$ cat src/rtl/bcd_pkg.sv
// Shared definitions for the BCD <-> binary converters.
// Holds the FSM encoding, the shift count and the digit-correction constants.
package bcd_pkg;

  typedef enum logic [1:0] {
    IDLE  = 2'd0,
    SHIFT = 2'd1,
    DONE  = 2'd2
  } bcd_state_t;

  // Three BCD digits convert to a 10-bit binary value in ten shift steps.
  localparam int unsigned DIGITS      = 3;
  localparam int unsigned BCD_W       = 4 * DIGITS;
  localparam int unsigned BIN_W       = 10;
  localparam int unsigned SHIFT_COUNT = 10;
  localparam int unsigned CNT_W       = 4;

  localparam logic [CNT_W-1:0] LAST_SHIFT = CNT_W'(SHIFT_COUNT - 1);

  // BCD -> binary: a digit that is >= 8 after a right shift has 3 removed.
  localparam logic [3:0] UNDABBLE_THRESH = 4'd8;
  localparam logic [3:0] UNDABBLE_OFFSET = 4'd3;

  // Binary -> BCD: a digit that is >= 5 before a left shift has 3 added.
  localparam logic [3:0] DABBLE_THRESH = 4'd5;
  localparam logic [3:0] DABBLE_OFFSET = 4'd3;

  function automatic logic is_bcd_digit(input logic [3:0] d);
    return d <= 4'd9;
  endfunction

endpackage

$ cat src/rtl/bcd_to_binary_if.sv
// Request/result bundle between a requester and the BCD-to-binary converter.
interface bcd_to_binary_if;

  logic       start;
  logic [3:0] h;
  logic [3:0] t;
  logic [3:0] o;
  logic       busy;
  logic       done;
  logic [7:0] bin;
  logic       ovf;
  logic       err;

  modport master (
    output start, h, t, o,
    input  busy, done, bin, ovf, err
  );

  modport slave (
    input  start, h, t, o,
    output busy, done, bin, ovf, err
  );

endinterface

$ cat src/rtl/bcd_to_binary_undabble.sv
// One-digit correction step of the reverse double-dabble: digits >= 8 lose 3.
module undabble
  import bcd_pkg::*;
(
  input  logic [3:0] d_in,
  output logic [3:0] d_out
);

  assign d_out = (d_in >= UNDABBLE_THRESH) ? (d_in - UNDABBLE_OFFSET) : d_in;

endmodule

$ cat src/rtl/bcd_to_binary.sv
// Three-digit BCD to 8-bit binary converter using a serial reverse double-dabble.
// One conversion takes ten shift cycles; invalid digits short-circuit to DONE with err.
module bcd_to_binary
  import bcd_pkg::*;
#(
  parameter int SAT = 0
) (
  input logic           clk,
  input logic           rst,
  bcd_to_binary_if.slave bus
);

  localparam int SHREG_W = BCD_W + BIN_W;

  bcd_state_t         state_q, state_d;
  logic [SHREG_W-1:0] shreg_q, shreg_d;
  logic [CNT_W-1:0]   cnt_q,   cnt_d;
  logic [7:0]         bin_q,   bin_d;
  logic               ovf_q,   ovf_d;
  logic               err_q,   err_d;

  logic               digits_ok;
  logic [SHREG_W-1:0] shifted;
  logic [BCD_W-1:0]   corrected;
  logic [BIN_W-1:0]   result;
  logic               result_ovf;

  assign digits_ok = is_bcd_digit(bus.h) && is_bcd_digit(bus.t) && is_bcd_digit(bus.o);

  // The BCD LSB falls into the binary MSB; each digit is then corrected.
  assign shifted = {1'b0, shreg_q[SHREG_W-1:1]};
  assign result  = shifted[BIN_W-1:0];
  assign result_ovf = result > BIN_W'(255);

  undabble u_undabble_o (.d_in(shifted[BIN_W+3:BIN_W]),    .d_out(corrected[3:0]));
  undabble u_undabble_t (.d_in(shifted[BIN_W+7:BIN_W+4]),  .d_out(corrected[7:4]));
  undabble u_undabble_h (.d_in(shifted[BIN_W+11:BIN_W+8]), .d_out(corrected[11:8]));

  // NOTE: every register, datapath included, is cleared by the async reset so an
  // aborted conversion leaves no stale result visible on bin/ovf/err.
  always_ff @(posedge clk or posedge rst) begin
    if (rst) begin
      state_q <= IDLE;
      shreg_q <= '0;
      cnt_q   <= '0;
      bin_q   <= '0;
      ovf_q   <= 1'b0;
      err_q   <= 1'b0;
    end else begin
      // NOTE: non-blocking assignments so all registers update from the same
      // pre-edge values regardless of statement order.
      state_q <= state_d;
      shreg_q <= shreg_d;
      cnt_q   <= cnt_d;
      bin_q   <= bin_d;
      ovf_q   <= ovf_d;
      err_q   <= err_d;
    end
  end

  always_comb begin
    // NOTE: default first so every path assigns state_d and no latch is inferred.
    state_d = state_q;
    unique case (state_q)
      IDLE: begin
        if (bus.start) state_d = digits_ok ? SHIFT : DONE;
      end
      SHIFT: begin
        if (cnt_q == LAST_SHIFT) state_d = DONE;
      end
      DONE: begin
        state_d = IDLE;
      end
      default: state_d = IDLE;
    endcase
  end

  always_comb begin
    shreg_d = shreg_q;
    cnt_d   = cnt_q;
    bin_d   = bin_q;
    ovf_d   = ovf_q;
    err_d   = err_q;
    unique case (state_q)
      IDLE: begin
        if (bus.start) begin
          bin_d = '0;
          ovf_d = 1'b0;
          err_d = !digits_ok;
          if (digits_ok) begin
            shreg_d = {bus.h, bus.t, bus.o, {BIN_W{1'b0}}};
            cnt_d   = '0;
          end
        end
      end
      SHIFT: begin
        shreg_d = {corrected, result};
        cnt_d   = cnt_q + 1'b1;
        if (cnt_q == LAST_SHIFT) begin
          ovf_d = result_ovf;
          bin_d = (SAT != 0 && result_ovf) ? 8'hFF : result[7:0];
        end
      end
      default: ;
    endcase
  end

  always_comb begin
    bus.busy = (state_q == SHIFT);
    bus.done = (state_q == DONE);
  end

  assign bus.bin = bin_q;
  assign bus.ovf = ovf_q;
  assign bus.err = err_q;

endmodule

$ cat src/flat_wrapper.sv
// flat-port wrapper written by rule: the top's interface ports become plain ports
module bcd_to_binary_flat import bcd_pkg::*;
#(
  parameter int SAT = 0
)
  (clk, rst, bus_start, bus_h, bus_t, bus_o, bus_busy, bus_done, bus_bin, bus_ovf, bus_err);
  bcd_to_binary_if bus_i ();
  input logic clk;
  input logic rst;
  input wire logic [$bits(bus_i.start)-1:0] bus_start;
  input wire logic [$bits(bus_i.h)-1:0] bus_h;
  input wire logic [$bits(bus_i.t)-1:0] bus_t;
  input wire logic [$bits(bus_i.o)-1:0] bus_o;
  output wire logic [$bits(bus_i.busy)-1:0] bus_busy;
  output wire logic [$bits(bus_i.done)-1:0] bus_done;
  output wire logic [$bits(bus_i.bin)-1:0] bus_bin;
  output wire logic [$bits(bus_i.ovf)-1:0] bus_ovf;
  output wire logic [$bits(bus_i.err)-1:0] bus_err;
  assign bus_i.start = bus_start;
  assign bus_i.h = bus_h;
  assign bus_i.t = bus_t;
  assign bus_i.o = bus_o;
  assign bus_busy = bus_i.busy;
  assign bus_done = bus_i.done;
  assign bus_bin = bus_i.bin;
  assign bus_ovf = bus_i.ovf;
  assign bus_err = bus_i.err;
  bcd_to_binary #(.SAT(SAT)) u_core (.clk(clk), .rst(rst), .bus(bus_i));
endmodule
$ cat config.mk
export PLATFORM = sky130hd
export DESIGN_NAME = bcd_to_binary_flat
export DESIGN_NICKNAME = d
export VERILOG_FILES = /design/src/rtl/bcd_pkg.sv /design/src/rtl/bcd_to_binary_if.sv /design/src/rtl/bcd_to_binary_undabble.sv /design/src/rtl/bcd_to_binary.sv /design/src/flat_wrapper.sv
export SDC_FILE = /design/constraint.sdc
export NUM_CORES = 1
export LEC_CHECK = 0
export CELL_PAD_IN_SITES_DETAIL_PLACEMENT = 1
export CELL_PAD_IN_SITES_GLOBAL_PLACEMENT = 1
export CORE_MARGIN = 4
export CORE_UTILIZATION = 36
export DETAILED_ROUTE_END_ITERATION = 7
export PLACE_DENSITY = 0.83
export SYNTH_ARGS = -nofsm -noshare
export SYNTH_HDL_FRONTEND = slang
export SYNTH_SLANG_ARGS = --single-unit
export TNS_END_PERCENT = 50
$ cat constraint.sdc
create_clock -name clk -period 1.6 [get_ports clk]
set_clock_uncertainty 0.15 [all_clocks]
set_input_delay 0.16 -clock clk [delete_from_list [all_inputs] [get_ports clk]]
set_output_delay 0.16 -clock clk [all_outputs]
set_load 0.02 [all_outputs]
==> results.py, run 1 <==
metrics = {
    "final_layout": {
        "utilization_pct": 52.45,
        "nFillCells": 533,
        "design_area_um2": 2477,
        "area_delta_synth_final_pct": 40.73,
        "final_common_cell": "nand2_1",
        "layout-drive-gt1-share_pct": 24.05,
        "diodes": 0,
        "layout_common_cells": "37 x nand2_1, 36 x dfrtp_1, 20 x buf_4",
        "layout.nets": 257,
    },
    "setup_path": {
        "critPathMaxStageDelay_ns": 0.42,
        "required_ns": 1.64,
        "critPathMaxFanout": 5,
        "cp-endpoint": "u_core.cnt_q[2]",
        "regToRegStartpoint": "u_core.state_q[1]",
        "start_kind": "flop",
        "crit_start": "u_core.state_q[1]",
        "worstSetupEndpointType": "flop",
        "slowest_stage": "dfrtp_1",
        "cp.arrival_ns": 1.65,
        "critPathKind": "flop to flop",
        "rr_worst_depth": 4,
        "rrSetupSlack_ns": -0.01,
        "r2r_end": "u_core.cnt_q[2]",
        "path_cells": "nand2b_4 > o41a_1 > buf_4 > a22o_1",
    },
    "pwr": {
        "vdd_drop_max_mv": 0.6851,
        "p_leak_nw": 1.230,
        "power.density_nw_per_um2": 1774,
    },
    "sta": {
        "finalHoldViolations": 0,
        "maxSlewViolCount": 0,
        "worstMarginPinSlew_ns": 0.2869,
        "post-route-period-util_pct": 100.6,
        "worst_slack_ns": -0.01030,
        "setup_viol": 1,
        "rsz0062_at_grt": "true",
        "fin_crit_ns": 1.610,
        "fmaxAchievable_ghz": 0.6210,
        "slew_headroom_pct": 80.87,
    },
    "route": {
        "wl_mm": 3.941,
        "ant_nets": 0,
        "drc": 0,
        "vias": 1441,
        "first_pass_iters": 4,
        "routed_via_density": 4.740,
        "avgRoutedWirePerCell_um": 12.96,
        "drt-initial-drc-count": 54,
    },
    "yosys": {
        "synth_warnings": 0,
        "ys_types": 29,
        "avgSynthCellArea_um2": 9.465,
        "syn_inst": 186,
        "synth_seq_cells": 37,
        "seq_area_frac_synth_pct": 52.59,
        "synth_area_um2": 1760,
        "synthesis.nets": 207,
    },
    "clock_tree": {
        "hold_buffers": 0,
        "cts_max_level": 2,
        "cts-buffers-inserted": 5,
        "clk_latency_ns": 0.30,
        "cts_setup_buffers": 0,
        "cts.sinks": 37,
        "clockBufferDepth": 2,
        "root_buffer": "clkbuf_8",
        "cts_tree": "done",
        "clk_pin_slew_ns": 0.08,
    },
    "global_routing": {
        "grt.total_usage_pct": 14.40,
        "grt_pass1_wl_mm": 6.927,
        "met3_usage_pct": 3.712,
        "first_global_vias": 1524,
        "grt-busiest-layer": "met2",
        "grt_overflow": 0,
        "met1_usage_pct": 17.07,
        "antenna_found_initial": 0,
        "grt_max_degree": 38,
        "globalRouteMet2Util_pct": 24.74,
    },
    "placement": {
        "placed_area_um2": 2287,
        "gp_congestion": 0.7434,
        "dpl_worst_slack_ns": -0.3488,
        "numPortBuffers": 26,
        "dpl.hpwl_mm": 2.876,
    },
    "worst_hold_path": {
        "hold_path.class": "input port to asynchronous set/reset pin",
    },
    "flow_run": {
        "maxCapViolCount": 0,
    },
    "floorplan": {
        "io-pin-count": 27,
        "die_y_um": 77.93,
        "die_w_um": 77.93,
        "rows": 25,
        "dieArea_um2": 6073,
        "start_util_pct": 37.27,
        "coreArea_um2": 4723,
    },
    "outcome": {
        "outcome": "complete, but fails checks",
        "violations": "negative setup slack",
    },
}
layer usage:
metal / up-vias / wire [um]
met5: - / 0
li1: 716 / -
met2: 24 / 1946
met4: 0 / 80
met1: 694 / 1772
met3: 7 / 142
worst min path at each step:
| stage | from | endpoint | slack (ns) | cells after the start |
|---|---|---|---|---|
| 2_1_floorplan | bus_h[3] | u_core.shreg_q[21] | 0.16 | 2 |
| 3_3_place_gp | u_core.shreg_q[7] | u_core.shreg_q[7] | 0.31 | 2 |
| 3_5_place_dp | u_core.shreg_q[6] | u_core.shreg_q[6] | 0.32 | 2 |
| 4_1_cts | rst | u_core.bus.bin[3] | 0.06 | 3 |
| 5_1_grt | rst | u_core.bus.bin[6] | 0.08 | 3 |
| 6_report | rst | u_core.shreg_q[7] | 0.05 | 3 |
power by group:
part	switching, W	internal [W]
Sequential	0.000320	0.00129
Clock	0.000359	0.000507
Combinational	0.000968	0.000955
Total	0.00165	0.00275
critical path: cells and delay by family, from the launching register on:
kind	cells	cell delay [ns]
AOI/OAI and AO/OA	2	0.59
DFF	1	0.42
buffers and inverters	1	0.18
and+or+nand+nor	1	0.16
stage by stage:
stage	hold WS (ns)	instances	power (W)	setup TNS, ns
floorplan	0.1620	186	0.002670	0
global placement	0.3097	296	0.003327	-7.621
detailed placement	0.3173	296	0.003406	-8.376
CTS	0.06031	304	0.004304	-0.01412
global route	0.07995	304	0.004745	-1.037
finish	0.05146	304	0.004394	-0.01030
sequential cells by signal, summed over array words and instances, names as in the netlist:
name / count
u_core.state_q: 2
u_core.shreg_q: 21
u_core.bus.bin: 8
u_core.bus.err: 1
u_core.bus.ovf: 1
u_core.cnt_q: 4
cell families after synthesis:
group,count (synthesis),share of synthesized area (%)
AO/OA/AOI/OAI,40,13.50
XOR/XNOR,4,1.990
adder cells (fa/ha/maj),6,4.264
buffers and inverters,16,4.051
flip-flops,37,52.59
multiplexers,9,5.259
AND/OR/NAND/NOR,74,18.34
final cells by class:
class / instances / area [um2] / area share (%)
clock buffers: 6 / 82.58 / 3.333
flip-flops and latches: 37 / 927.1 / 37.42
multi-input cells: 133 / 824.5 / 33.28
inverters: 7 / 26.28 / 1.061
repair buffers: 52 / 495.5 / 20.00
well taps: 67 / 83.83 / 3.384
clock inverters: 2 / 37.54 / 1.515
cell usage after synthesis:
library cell | instances | area [um2]
nand2_1 | 49 | 183.9
dfrtp_1 | 37 | 925.9
o21ai_0 | 20 | 100.1
nor2_1 | 8 | 30.03
mux2i_1 | 7 | 70.07
buf_2 | 6 | 30.03
ha_1 | 6 | 75.07
inv_1 | 6 | 22.52
nand2b_1 | 5 | 31.28
nand3_1 | 5 | 25.02
a21o_1 | 4 | 30.03
a21oi_1 | 4 | 20.02
xnor2_1 | 4 | 35.03
o21a_1 | 3 | 22.52
o21ai_1 | 3 | 15.01
a22o_1 | 2 | 17.52
clkbuf_1 | 2 | 7.510
mux2_2 | 2 | 22.52
nor2b_1 | 2 | 12.51
o211ai_1 | 2 | 15.01
buf_4 | 1 | 7.510
inv_2 | 1 | 3.750
nand3b_1 | 1 | 7.510
nand4b_1 | 1 | 8.760
nor3_1 | 1 | 5.000
nor4_2 | 1 | 12.51
o22ai_1 | 1 | 6.260
o41a_1 | 1 | 11.26
or3_1 | 1 | 6.260
repair_timing:
| action | 4_1_cts | 5_1_grt |
|---|---|---|
| pin swaps | 1 | 11 |
| resized for setup | 15 | 28 |
| endpoints found under the setup margin | 21 | 31 |
Power figures use the tool's default switching activity.
==> run 2, diff against run 1 <==
- CTS_BUF_LIST: unset -> sky130_fd_sc_hd__clkbuf_8
==> results of run 2 <==
Same layout as run 1: the final DEF is identical, and so are final timing and power.
==> run 3, diff against run 2 <==
- CORE_MARGIN: 4 -> unset
- RECOVER_POWER: unset -> 25
- SLEW_MARGIN: unset -> 20
==> run 3 against run 2 <==
  * Design area fell by 2.4%
  * Fmax is 2.1% lower
  * Hold slack better by 0.020 ns
  * The run still ends with negative setup slack left
  * Wire length increased by 15%
  * Highest routed layer unchanged
  * Register-to-register slack hardly changed
  * Flip-flop and latch count is the same
  * Final cell count down 0.33%
  * Sequential power hardly changed
==> results.py, run 3 (synthesis gave the netlist of run 1 again) <==
metrics = {
    "route": {
        "wl_mm": 4.539,
        "ant_nets": 0,
        "first_pass_iters": 4,
        "routed_via_density": 4.898,
        "drc": 0,
        "drt-initial-drc-count": 80,
        "vias": 1484,
        "avgRoutedWirePerCell_um": 14.98,
    },
    "pwr": {
        "power.density_nw_per_um2": 1771,
        "fin_total_pwr_w": 0.004281,
        "p_leak_nw": 1.205,
        "vdd_drop_max_mv": 0.5863,
    },
    "setup_path": {
        "worstSetupEndpointType": "flop",
        "slowest_stage": "o41a_1",
        "critPathMaxFanout": 5,
        "required_ns": 1.63,
        "critPathMaxStageDelay_ns": 0.53,
        "cp.arrival_ns": 1.68,
        "critPathKind": "input port to flop",
        "path_cells": "clkdlybuf4s50_1 > o21a_1 > o41a_1 > buf_4 > a22o_1",
        "start_kind": "input port",
    },
    "global_routing": {
        "first_global_vias": 1536,
        "grt_pass1_wl_mm": 7.217,
        "grt_overflow": 0,
        "grt.total_usage_pct": 18.57,
        "grt_max_degree": 38,
        "antenna_found_initial": 0,
    },
    "floorplan": {
        "start_util_pct": 37.27,
        "io-pin-count": 27,
        "coreArea_um2": 4723,
        "die_w_um": 71.93,
        "die_y_um": 71.93,
        "dieArea_um2": 5174,
        "rows": 25,
    },
    "final_layout": {
        "layout.nets": 256,
        "layout-drive-gt1-share_pct": 20.76,
        "largest_reg_flops": 21,
        "multiInputGateArea_um2": 808.3,
        "regMostFlops": "u_core.shreg_q",
        "diodes": 0,
        "layout_common_cells": "45 x nand2_1, 36 x dfrtp_1, 21 x buf_4",
        "area_delta_synth_final_pct": 37.31,
        "layoutNonFillerInstCount": 303,
        "ff_latch_area_um2": 927.1,
        "final_common_cell": "nand2_1",
        "nFillCells": 562,
    },
    "outcome": {
        "violations": "negative setup slack",
        "outcome": "complete, but fails checks",
    },
    "sta": {
        "finalHoldViolations": 0,
        "slew_headroom_pct": 36.94,
        "setup_viol": 4,
        "worst_slack_ns": -0.04504,
        "rsz0062_at_grt": "true",
        "whs_ns": 0.07161,
        "post-route-period-util_pct": 102.8,
        "fmaxAchievable_ghz": 0.6079,
        "worstMarginPinSlew_ns": 0.9458,
        "fin_crit_ns": 1.645,
        "maxSlewViolCount": 0,
    },
    "placement": {
        "gp_congestion": 0.7191,
        "numPortBuffers": 26,
        "dpl.hpwl_mm": 3.060,
        "dp_cells": 293,
    },
    "clock_tree": {
        "root_buffer": "clkbuf_8",
        "cts_max_level": 2,
        "clk_pin_slew_ns": 0.07,
        "cts-buffers-inserted": 5,
        "cts_setup_buffers": 0,
        "cts.sinks": 37,
        "cts_tree": "done",
        "clk_latency_ns": 0.29,
        "clockBufferDepth": 2,
    },
    "worst_hold_path": {
        "hold_path.class": "input port to flop",
    },
    "flow_run": {
        "maxCapViolCount": 0,
    },
}
## run 3: cell type report
class | count | area share, %
timing repair buffer | 51 | 19.46
multi-input combinational | 133 | 33.44
sequential | 37 | 38.35
clock inverter | 1 | 0.2070
tap | 67 | 3.468
clock buffer | 7 | 3.986
inverter | 7 | 1.087
## run 3: repair_timing
item	4_1_cts	5_1_grt
gates resized for setup	8	28
gates cloned	0	2
setup endpoints to repair	22	28
pin swaps	3	4
hold buffers	0	0
## run 3: critical path, delay by kind of cell
family / cells / cell delay [ns]
buf+inv: 2 / 0.63
compound gates: 3 / 0.89
## run 3: final timing paths
check                             startpoint            endpoint  slack (ns)  depth (start not counted)
max                                 bus_t[3]     u_core.cnt_q[3]       -0.05                          5
min                                 bus_t[1]  u_core.shreg_q[15]        0.07                          3
max reg2reg                u_core.state_q[1]     u_core.cnt_q[3]       -0.02                          4
max in group asynchronous                rst   u_core.state_q[0]        0.21                          3
min in group asynchronous                rst  u_core.shreg_q[21]        0.44                          3
min reg2reg                u_core.bus.bin[4]   u_core.bus.bin[4]        0.33                          2
## run 3: per-layer routing
layer	GRT usage (%)	part of all wire, %	up-vias
met1	21.58	43	734
met2	33.54	53	26
met5	0	0	-
met4	6.536	1.3	0
li1	-	-	718
met3	4.306	2.4	6
## run 3: stage by stage
stage	utilization (%)	cell area, um2	TNS (ns)	worst slack, ns
after floorplan	-	1774	0	0.05247
after global placement	47.95	2265	-7.274	-0.3049
after detailed placement	47.95	2265	-8.663	-0.3764
after CTS	50.30	2376	-0.2729	-0.03741
after global routing	51.18	2417	-0.7414	-0.1001
final	51.18	2417	-0.1111	-0.04504
## run 3: report_power, final
group          internal (W)  total (W)  switching (W)
clock              0.000389   0.000730       0.000341
sequential          0.00128    0.00161       0.000320
combinational      0.000927    0.00195        0.00102
total               0.00260    0.00428        0.00168
